==> config.mk <==
export PLATFORM = sky130hd
export DESIGN_NAME = acs_scheduler
export DESIGN_NICKNAME = d
export VERILOG_FILES = /design/src/rtl/viterbi_pkg.sv /design/src/rtl/acs_scheduler_acs_core.sv /design/src/rtl/acs_scheduler.sv
export SDC_FILE = /design/constraint.sdc
export NUM_CORES = 1
export LEC_CHECK = 0
export ABC_AREA = 1
export ABC_CLOCK_PERIOD_IN_PS = 8760
export CAP_MARGIN = 20
export CORE_ASPECT_RATIO = 0.9
export CORE_MARGIN = 2
export CORE_UTILIZATION = 65
export CTS_BUF_LIST = sky130_fd_sc_hd__clkbuf_16
export CTS_CLUSTER_DIAMETER = 50
export CTS_CLUSTER_SIZE = 14
export DETAILED_ROUTE_END_ITERATION = 16
export GPL_TIMING_DRIVEN = 0
export PLACE_DENSITY = 0.91
export SYNTH_ARGS = -nofsm -noshare
export SYNTH_HDL_FRONTEND = slang
export SYNTH_SLANG_ARGS = --single-unit
==> constraint.sdc <==
create_clock -name clk -period 8.76 [get_ports clk]
set_input_delay 1.752 -clock clk [delete_from_list [all_inputs] [get_ports clk]]
set_output_delay 1.752 -clock clk [all_outputs]
set_load 0.01 [all_outputs]
==> src/rtl/viterbi_pkg.sv <==
// Shared types, trellis constants and helpers for the Viterbi ACS scheduler.
// Optional feature macro: ACS_SCHED_NORM_EN (path-metric normalisation).
package viterbi_pkg;

    localparam int K     = 3;                  // constraint length
    localparam int WM    = 8;                  // path-metric width
    localparam int WB    = 2;                  // branch-metric width
    localparam int N_ST  = 1 << (K - 1);       // trellis states
    localparam int SW    = K - 1;              // state index width

    localparam logic [K-1:0] G0 = 3'b111;      // generator for c0
    localparam logic [K-1:0] G1 = 3'b101;      // generator for c1

    typedef logic [WM-1:0] pm_t;
    typedef logic [WB-1:0] bm_t;
    typedef logic [SW-1:0] state_t;

    localparam pm_t    INIT_PM  = 8'd64;       // start metric of every state but 0
    localparam state_t LAST_IDX = state_t'(N_ST - 1);

    typedef enum logic [1:0] {
        IDLE,
        RUN,
        OUT
    } sched_state_e;

    // Expected code symbol {c0,c1} for the transition pred --u--> next.
    function automatic logic [1:0] exp_sym(input state_t pred, input logic u,
                                           input logic [K-1:0] g0,
                                           input logic [K-1:0] g1);
        logic [K-1:0] r;
        r = {pred, u};
        return {^(r & g0), ^(r & g1)};
    endfunction

    // Path metric plus branch metric, clamped at the all-ones metric.
    function automatic pm_t sat_add(input pm_t a, input bm_t b);
        logic [WM:0] sum;
        sum = {1'b0, a} + {{(WM - WB + 1){1'b0}}, b};
        return sum[WM] ? '1 : sum[WM-1:0];
    endfunction

endpackage

==> src/rtl/acs_scheduler_acs_core.sv <==
// Two-input add-compare-select primitive; predecessor p0 wins ties.
module acs_core
    import viterbi_pkg::*;
(
    input  pm_t  pm0,
    input  pm_t  pm1,
    input  bm_t  bm0,
    input  bm_t  bm1,
    output pm_t  metric,
    output logic sel
);

    pm_t m0;
    pm_t m1;

    // Saturating adds, then pick p1 only when it is strictly better.
    always_comb begin
        m0     = sat_add(pm0, bm0);
        m1     = sat_add(pm1, bm1);
        sel    = (m1 < m0);
        metric = sel ? m1 : m0;
    end

endmodule

==> src/rtl/acs_scheduler.sv <==
// Time-multiplexed ACS scheduler: one trellis state per cycle through a
// shared acs_core, ping-pong metric banks, survivor word + best state out.
// Optional feature macro: ACS_SCHED_NORM_EN subtracts the previous step's
// best metric (floored at 0) from predecessor metrics before ACS.
module acs_scheduler
    import viterbi_pkg::*;
(
    input  logic            clk,
    input  logic            rst_n,
    input  logic            frame_start,
    input  logic            bm_valid,
    output logic            bm_ready,
    input  logic [4*WB-1:0] bm,
    output logic            out_valid,
    input  logic            out_ready,
    output logic [N_ST-1:0] surv_word,
    output state_t          best_state,
    output pm_t             best_metric
);

    sched_state_e    state, state_nxt;
    state_t          idx;
    logic [4*WB-1:0] bm_q;
    pm_t             bank_a [N_ST];
    pm_t             bank_b [N_ST];
    logic            rd_sel;            // 0: read A / write B, 1: read B / write A
`ifdef ACS_SCHED_NORM_EN
    pm_t             norm_off;
`endif

    state_t p0, p1;
    logic   u;
    pm_t    pm0_rd, pm1_rd, pm0_in, pm1_in;
    bm_t    bm0, bm1;
    pm_t    acs_metric;
    logic   acs_sel;

    // Predecessor lookup, optional normalisation and branch-metric select for state idx.
    always_comb begin
        u      = idx[0];
        p0     = {1'b0, idx[SW-1:1]};
        p1     = {1'b1, idx[SW-1:1]};
        pm0_rd = rd_sel ? bank_b[p0] : bank_a[p0];
        pm1_rd = rd_sel ? bank_b[p1] : bank_a[p1];
`ifdef ACS_SCHED_NORM_EN
        pm0_in = (pm0_rd > norm_off) ? pm0_rd - norm_off : '0;
        pm1_in = (pm1_rd > norm_off) ? pm1_rd - norm_off : '0;
`else
        pm0_in = pm0_rd;
        pm1_in = pm1_rd;
`endif
        bm0    = bm_q[int'(exp_sym(p0, u, G0, G1)) * WB +: WB];
        bm1    = bm_q[int'(exp_sym(p1, u, G0, G1)) * WB +: WB];
    end

    acs_core u_acs (
        .pm0    (pm0_in),
        .pm1    (pm1_in),
        .bm0    (bm0),
        .bm1    (bm1),
        .metric (acs_metric),
        .sel    (acs_sel)
    );

    // FSM state register.
    // NOTE: sequential state uses non-blocking assignments so every flop samples pre-edge values.
    always_ff @(posedge clk or negedge rst_n) begin
        if (!rst_n) state <= IDLE;
        else        state <= state_nxt;
    end

    // Next-state and handshake outputs.
    // NOTE: every output of this block gets a default first, so no path can infer a latch.
    always_comb begin
        state_nxt = state;
        bm_ready  = 1'b0;
        out_valid = 1'b0;
        unique case (state)
            IDLE: begin
                bm_ready = 1'b1;
                if (!frame_start && bm_valid) state_nxt = RUN;
            end
            RUN: begin
                if (idx == LAST_IDX) state_nxt = OUT;
            end
            OUT: begin
                out_valid = 1'b1;
                if (out_ready) state_nxt = IDLE;
            end
            default: state_nxt = IDLE;
        endcase
    end

    // Datapath: metric banks, index counter, survivor word and min tracker.
    // NOTE: the metric banks are small register arrays and must hold defined start metrics, so they are reset.
    always_ff @(posedge clk or negedge rst_n) begin
        if (!rst_n) begin
            idx         <= '0;
            bm_q        <= '0;
            rd_sel      <= 1'b0;
            surv_word   <= '0;
            best_state  <= '0;
            best_metric <= '0;
`ifdef ACS_SCHED_NORM_EN
            norm_off    <= '0;
`endif
            for (int i = 0; i < N_ST; i++) begin
                bank_a[i] <= (i == 0) ? '0 : INIT_PM;
                bank_b[i] <= '0;
            end
        end else begin
            unique case (state)
                IDLE: begin
                    if (frame_start) begin
                        for (int i = 0; i < N_ST; i++) begin
                            if (rd_sel) bank_b[i] <= (i == 0) ? '0 : INIT_PM;
                            else        bank_a[i] <= (i == 0) ? '0 : INIT_PM;
                        end
`ifdef ACS_SCHED_NORM_EN
                        norm_off <= '0;
`endif
                    end else if (bm_valid) begin
                        bm_q <= bm;
                        idx  <= '0;
                    end
                end
                RUN: begin
                    if (rd_sel) bank_a[idx] <= acs_metric;
                    else        bank_b[idx] <= acs_metric;
                    surv_word[idx] <= acs_sel;
                    if ((idx == '0) || (acs_metric < best_metric)) begin
                        best_metric <= acs_metric;
                        best_state  <= idx;
                    end
                    idx <= idx + 1'b1;
                end
                OUT: begin
                    if (out_ready) begin
                        rd_sel <= ~rd_sel;
`ifdef ACS_SCHED_NORM_EN
                        norm_off <= best_metric;
`endif
                    end
                end
                default: ;
            endcase
        end
    end

endmodule

==> summary.txt, run 1 <==
Status
  • Status: complete, no violations

Floorplanning
  • Starting Density: approximately two thirds
  • # rows: 31
  • Die height: 90.6 um
  • Die Wd: ~100 um
  • Number of I/O pins: 29
  • Die area: between 9000 and 10000 um2
  • Core ar.: 8070 um2

Hold path
  • Hold Crit Start: bank_b[28]$_DFFE_PN0P_
  • Hold WC Path Type: flop to flop

Critical path
  • Max FO, Critical Path: 10
  • Peak per-stage delay on the critical path: around 480 ps
  • CP Launch Point: idx[0]$_DFFE_PN0P_
  • Reg-to-reg startpoint: idx[0]$_DFFE_PN0P_
  • Reg2Reg Setup Slack: 2370 ps
  • WP data arrival: 6610 ps
  • CP top delay family: simple AND/OR/NAND/NOR gates
  • Critical path type: flop to flop
  • Crit. End Element: flop
  • Slowest CP cell: a2111oi_0
  • WP buf/inv: 6
  • Crit-path most repeated cell: nand2_1
  • Required @ worst endpoint: 8990 ps
  • Worst setup SP type: flop

Global routing
  • First-pass GRT wire length: 23100 um
  • Vias in the first global route: between 4000 and 5000
  • Overflow after GRT: 0
  • Tot GR Track Use: roughly a third
  • Largest net degree at the start of global routing: 70
  • Initial antenna violation count: 0

Finish
  • P&R area growth vs syn: 13.9%
  • Share of cells above drive strength 1: approximately a fifth
  • Antenna Cells: 0
  • Final net count: 718

Synthesis
  • Top-area cell type share of the netlist area: 40.7%
  • Ys Warns: 0
  • Yosys cell types: 43
  • Number of synthesized flops with an enable pin: 0
  • Prevailing post-synth register cell: dfrtp_1
  • Top post-synthesis cells by area: dfrtp_1, nand2_1, mux2_2, ha_1, inv_1
  • Top post-synthesis cells by count: nand2_1, dfrtp_1, inv_1, nor2_1, mux2_2
  • Synth async-reset ratio: 100%
  • Netlist Area Pre-Place: 5410 um2
  • Most common cell in the netlist: nand2_1
  • Avg Cell Area, Syn: between 8 and 9 um2
  • Register area share after synthesis: 42.1%
  • Mapped Nets: around 680
  • Synth area leader: dfrtp_1
  • Synth Register Bits: 91
  • Post-Synthesis Cells: roughly 640

STA
  • Final slew viol count: 0
  • Worst slew pin tran: slightly above 1000 ps
  • Hold Fails Final Rpt: 0
  • Finish-stage setup viols: 0
  • Final worst path period share: 72.9%
  • Slew margin rel.: 30.5%
  • Setup TNS: 0 ps
  • Clock Skew: 10.7 ps
  • Period minus WS final: ~6400 ps
  • Fmax achieved: approximately 160 MHz
  • RSZ-0062 raised after global routing: no

Detailed routing
  • Initial DRT Pass Iterations: 7
  • Initial DRC count: 387
  • Vias per Instance: 5.96
  • Via count: around 4700
  • Met1 Wirelength: 5490 um
  • Met2 routed WL: around 6700 um
  • Routed wire length: 13800 um
  • Top Metal Used: met4
  • # DRC: 0
  • DR WL met3: 1210 um
  • Drt wl/cell: 17.6 um
  • Antenna-violating nets left: 0

Run
  • Max_cap viols: 0

Clocking
  • CTS Buf Count: 9
  • CTS resizes: 0
  • Setup bufs post-CTS: 0
  • Later-pin clock latency in the skew report: 340 ps
  • CTS tree: done
  • Maximum root-to-sink buffer count: 2
  • # clock sinks: roughly 90
  • Max H-tree Level: 3
  • Cts hold-fix bufs: 0
  • CTS clk-pin slew, worst paths: 70 ps
  • Clk root buf: clkbuf_16

Place
  • Port Buffers: 28
  • Gpl congestion: 0.898
  • Dpl hpwl: 9790 um
-- routing by layer --
| layer | GRT usage, % | up-vias |
|---|---|---|
| met1 | 41.5 | 2236 |
| li1 | - | 2153 |
| met4 | 13.9 | 0 |
| met3 | 7.74 | 56 |
| met2 | 52.3 | 236 |
| met5 | 0 | - |
-- layout by cell type, fill, tap and decap left out, types with 6 or more instances in the layout --
cell type / Yosys / layout
nand2_1: 187 / 187
nand3_2: 16 / 16
nor2_2: 6 / 6
dfrtp_1: 88 / 88
inv_1: 62 / 62
a21oi_1: 18 / 18
mux2_2: 47 / 47
nor2_1: 62 / 62
ha_1: 22 / 22
clkbuf_16: 0 / 9
buf_6: 7 / 7
nand2_2: 15 / 15
o21ai_0: 30 / 30
nand3_1: 26 / 26
clkdlybuf4s50_1: 0 / 27
-- flip-flops by register name (all words and copies together), names as in the netlist --
| register | flops |
|---|---|
| bm_q | 8 |
| state | 2 |
| surv_word | 4 |
| rd_sel | 1 |
| idx | 2 |
| bank_a | 32 |
| best_state | 2 |
| bank_b | 32 |
| best_metric | 8 |
-- worst register-to-register path: cells and delay by family (launching register included) --
| family | cells | cell delay [ps] |
|---|---|---|
| AOI/OAI and AO/OA | 4 | 1180 |
| buffers and inverters | 6 | 1190 |
| adders and majority gates | 4 | 1420 |
| and+or+nand+nor | 16 | 2020 |
| DFF | 1 | 450 |
-- kinds of logic after synthesis --
family / Yosys count / share of synthesized area [%]
AND/OR/NAND/NOR: 324 / 27.1
flip-flops: 91 / 42.1
buffers and inverters: 83 / 7.26
AO/OA/AOI/OAI: 67 / 7.14
multiplexers: 47 / 9.78
adder cells (fa/ha/maj): 24 / 5.82
XOR/XNOR: 5 / 0.809
-- through the flow --
stage	instances	util [%]	hold slack (ps)	setup slack (ps)	cell area, um2
3_3_place_gp	768	72.1	459	2820	5820
4_1_cts	785	76.4	483	2600	6170
2_1_floorplan	641	-	444	3640	5410
3_5_place_dp	769	72.4	466	2660	5840
5_1_grt	785	76.4	506	1790	6170
6_report	785	76.4	480	2370	6170
-- worst paths after layout --
| kind | end | cells after the start |
|---|---|---|
| hold / removal | bank_b[28]$_DFFE_PN0P_ | 2 |
| setup / recovery | best_metric[0]$_DFFE_PN0P_ | 30 |
| hold reg to reg | bank_b[28]$_DFFE_PN0P_ | 2 |
| setup reg to reg | best_metric[0]$_DFFE_PN0P_ | 30 |
| min in group asynchronous | best_state[1]$_DFFE_PN0P_ | 1 |
| max in group asynchronous | bank_a[22]$_DFFE_PN1P_ | 2 |
-- final cells by class --
cell class | count | area [um2]
buffer | 15 | 128
clock buffer | 9 | 225
clock inverter | 7 | 98.8
fill | 545 | 1900
inverter | 68 | 265
multi-input combinational | 467 | 2740
sequential | 91 | 2280
tap | 99 | 124
timing repair buffer | 29 | 305
Power of run 1 is left out: the tool's default activity adds up to more than one toggle a clock period on the data nets, which glitch-free logic cannot reach.
==> inputs of run 2 (changes only) <==
Settings changed: ABC_CLOCK_PERIOD_IN_PS 8760 to 5300, CORE_UTILIZATION 65 to 55, PLACE_DENSITY 0.91 to 0.82.
Clock period 8.76 ns to 5.3 ns, I/O delays scaled along.
==> run 2 against run 1 <==
Compared with the run above: worst setup slack worse by 2400 ps; fmax up 21%; die area up 17%; critical endpoint is now best_metric[7]$_DFFE_PN0P_; highest routed layer unchanged; global-route usage down 4.3 points; worst hold slack better by 3.8 ps; clock skew down 2.4 ps; via count up 4.7%; largest cell class unchanged.
==> summary.txt, run 2 (synthesis results as in run 1) <==
Clocking
  • Clk root buf: clkbuf_16
  • Cts hold-fix bufs: 0
  • # clock sinks: 91
  • CTS clk-pin slew, worst paths: 70 ps
  • Maximum root-to-sink buffer count: 2
  • CTS Buf Count: 9
  • Later-pin clock latency in the skew report: 350 ps
  • Max H-tree Level: 3
  • CTS tree: done

Critical path
  • Required @ worst endpoint: 5540 ps
  • Peak per-stage delay on the critical path: roughly 370 ps
  • Slowest CP cell: dfrtp_1
  • Crit-path most repeated cell: nand2_1
  • WP data arrival: 5520 ps
  • CP top delay family: simple AND/OR/NAND/NOR gates
  • WP buf/inv: 7
  • Crit. End Element: flop
  • Worst setup SP type: flop
  • Critical path type: flop to flop
  • Max FO, Critical Path: 7

Global routing
  • Initial antenna violation count: 0
  • First-pass GRT wire length: 22900 um
  • Tot GR Track Use: around 28%
  • Vias in the first global route: between 4000 and 5000
  • Largest net degree at the start of global routing: 64
  • Overflow after GRT: 0

Finish
  • Antenna Cells: 0
  • Final Non-Filler Cells: 833
  • P&R area growth vs syn: 22.5%
  • Share of cells above drive strength 1: 26.0%
  • Most common cell after layout, fill and taps aside: nand2_1
  • Final net count: 739
  • Fin area: about 6600 um2
  • Most frequent cells in the layout: nand2_1, dfrtp_1, nor2_1, inv_1, mux2_2
  • Fin util: between 60 and 70%
  • Regs by FF count: bank_a x32, bank_b x32

Floorplanning
  • Die height: 98.1 um
  • Starting Density: 56.3%
  • # rows: 34
  • Core ar.: 9610 um2
  • Die area: 10700 um2
  • Die Wd: 109 um
  • Number of I/O pins: 29

Detailed routing
  • Via count: 4899
  • # DRC: 0
  • Initial DRC count: 380
  • Routed wire length: 15100 um
  • Vias per Instance: 5.88
  • Antenna-violating nets left: 0
  • Initial DRT Pass Iterations: 6
  • Drt wl/cell: 18.1 um

Hold path
  • Hold WC Path Type: flop to flop

STA
  • Fmax achieved: 189 MHz
  • Period minus WS final: 5280 ps
  • Worst slew pin tran: 1080 ps
  • Setup TNS: 0 ps
  • Slew margin rel.: between 20 and 30%
  • Final slew viol count: 0
  • Clock Skew: between 8 and 9 ps
  • Finish-stage setup viols: 0
  • Hold Fails Final Rpt: 0
  • Final worst path period share: ~100%

Place
  • Port Buffers: 28
  • Gpl congestion: roughly 0.9
  • Dpl hpwl: 9990 um
  • Placed insts: 796
  • Area post-placement: 5880 um2

Status
  • Status: complete, no violations

Run
  • Max_cap viols: 0
## run 2: final timing paths
check | endpoint | slack [ps] | startpoint | cells past startpoint
setup reg to reg | best_metric[7]$_DFFE_PN0P_ | 20 | idx[1]$_DFFE_PN0P_ | 32
hold reg to reg | bank_b[26]$_DFFE_PN0P_ | 480 | bank_b[26]$_DFFE_PN0P_ | 2
hold / removal | bank_b[26]$_DFFE_PN0P_ | 480 | bank_b[26]$_DFFE_PN0P_ | 2
min in group asynchronous | best_state[0]$_DFFE_PN0P_ | 630 | rst_n | 1
max in group asynchronous | bank_a[22]$_DFFE_PN1P_ | 3970 | rst_n | 2
setup / recovery | best_metric[7]$_DFFE_PN0P_ | 20 | idx[1]$_DFFE_PN0P_ | 32
## run 2: worst min-delay path: stages (launching register included)
cell and delay, ps:
dfrtp_1 340, nand2_1 60, nand2_1 60
## run 2: timing repair
action	CTS	global route
pin swaps	1	20
cloned	0	2
buffers inserted	3	18
resized for setup	16	48
setup endpoints to repair	10	10
## run 2: metal layers
metal	vias to the layer above	routed length, um	track usage, %
li1	2202	-	-
met1	2394	6160	37.2
met3	63	1190	6.48
met4	0	646	9.76
met2	240	7070	45.5
met5	-	0	0
## run 2: layout make-up
cell class,instances,area (um2)
flip-flops and latches,91,2280
fillers,713,2980
clock buffers,9,225
multi-input cells,467,2910
clock inverters,7,115
inverters,68,285
well taps,126,158
repair buffers,52,517
plain buffers,13,138
## run 2: through the flow
stage                     setup slack, ps  hold WS (ps)
after floorplan                       178           444
after global placement               -631           461
after detailed placement             -867           466
after CTS                            19.1           483
after global routing                 -245           507
final                                19.1           484
Power of run 2 is left out for the same reason.
==> inputs of run 3 (changes only) <==
--- a/constraint.sdc
+++ b/constraint.sdc
@@ -3,2 +3,2 @@
 set_output_delay 1.06 -clock clk [all_outputs]
-set_load 0.01 [all_outputs]
+set_load 0.05 [all_outputs]
==> results of run 3 <==
Final layout, timing and power as in run 2 (identical DEF).
Power of run 3 is left out for the same reason.
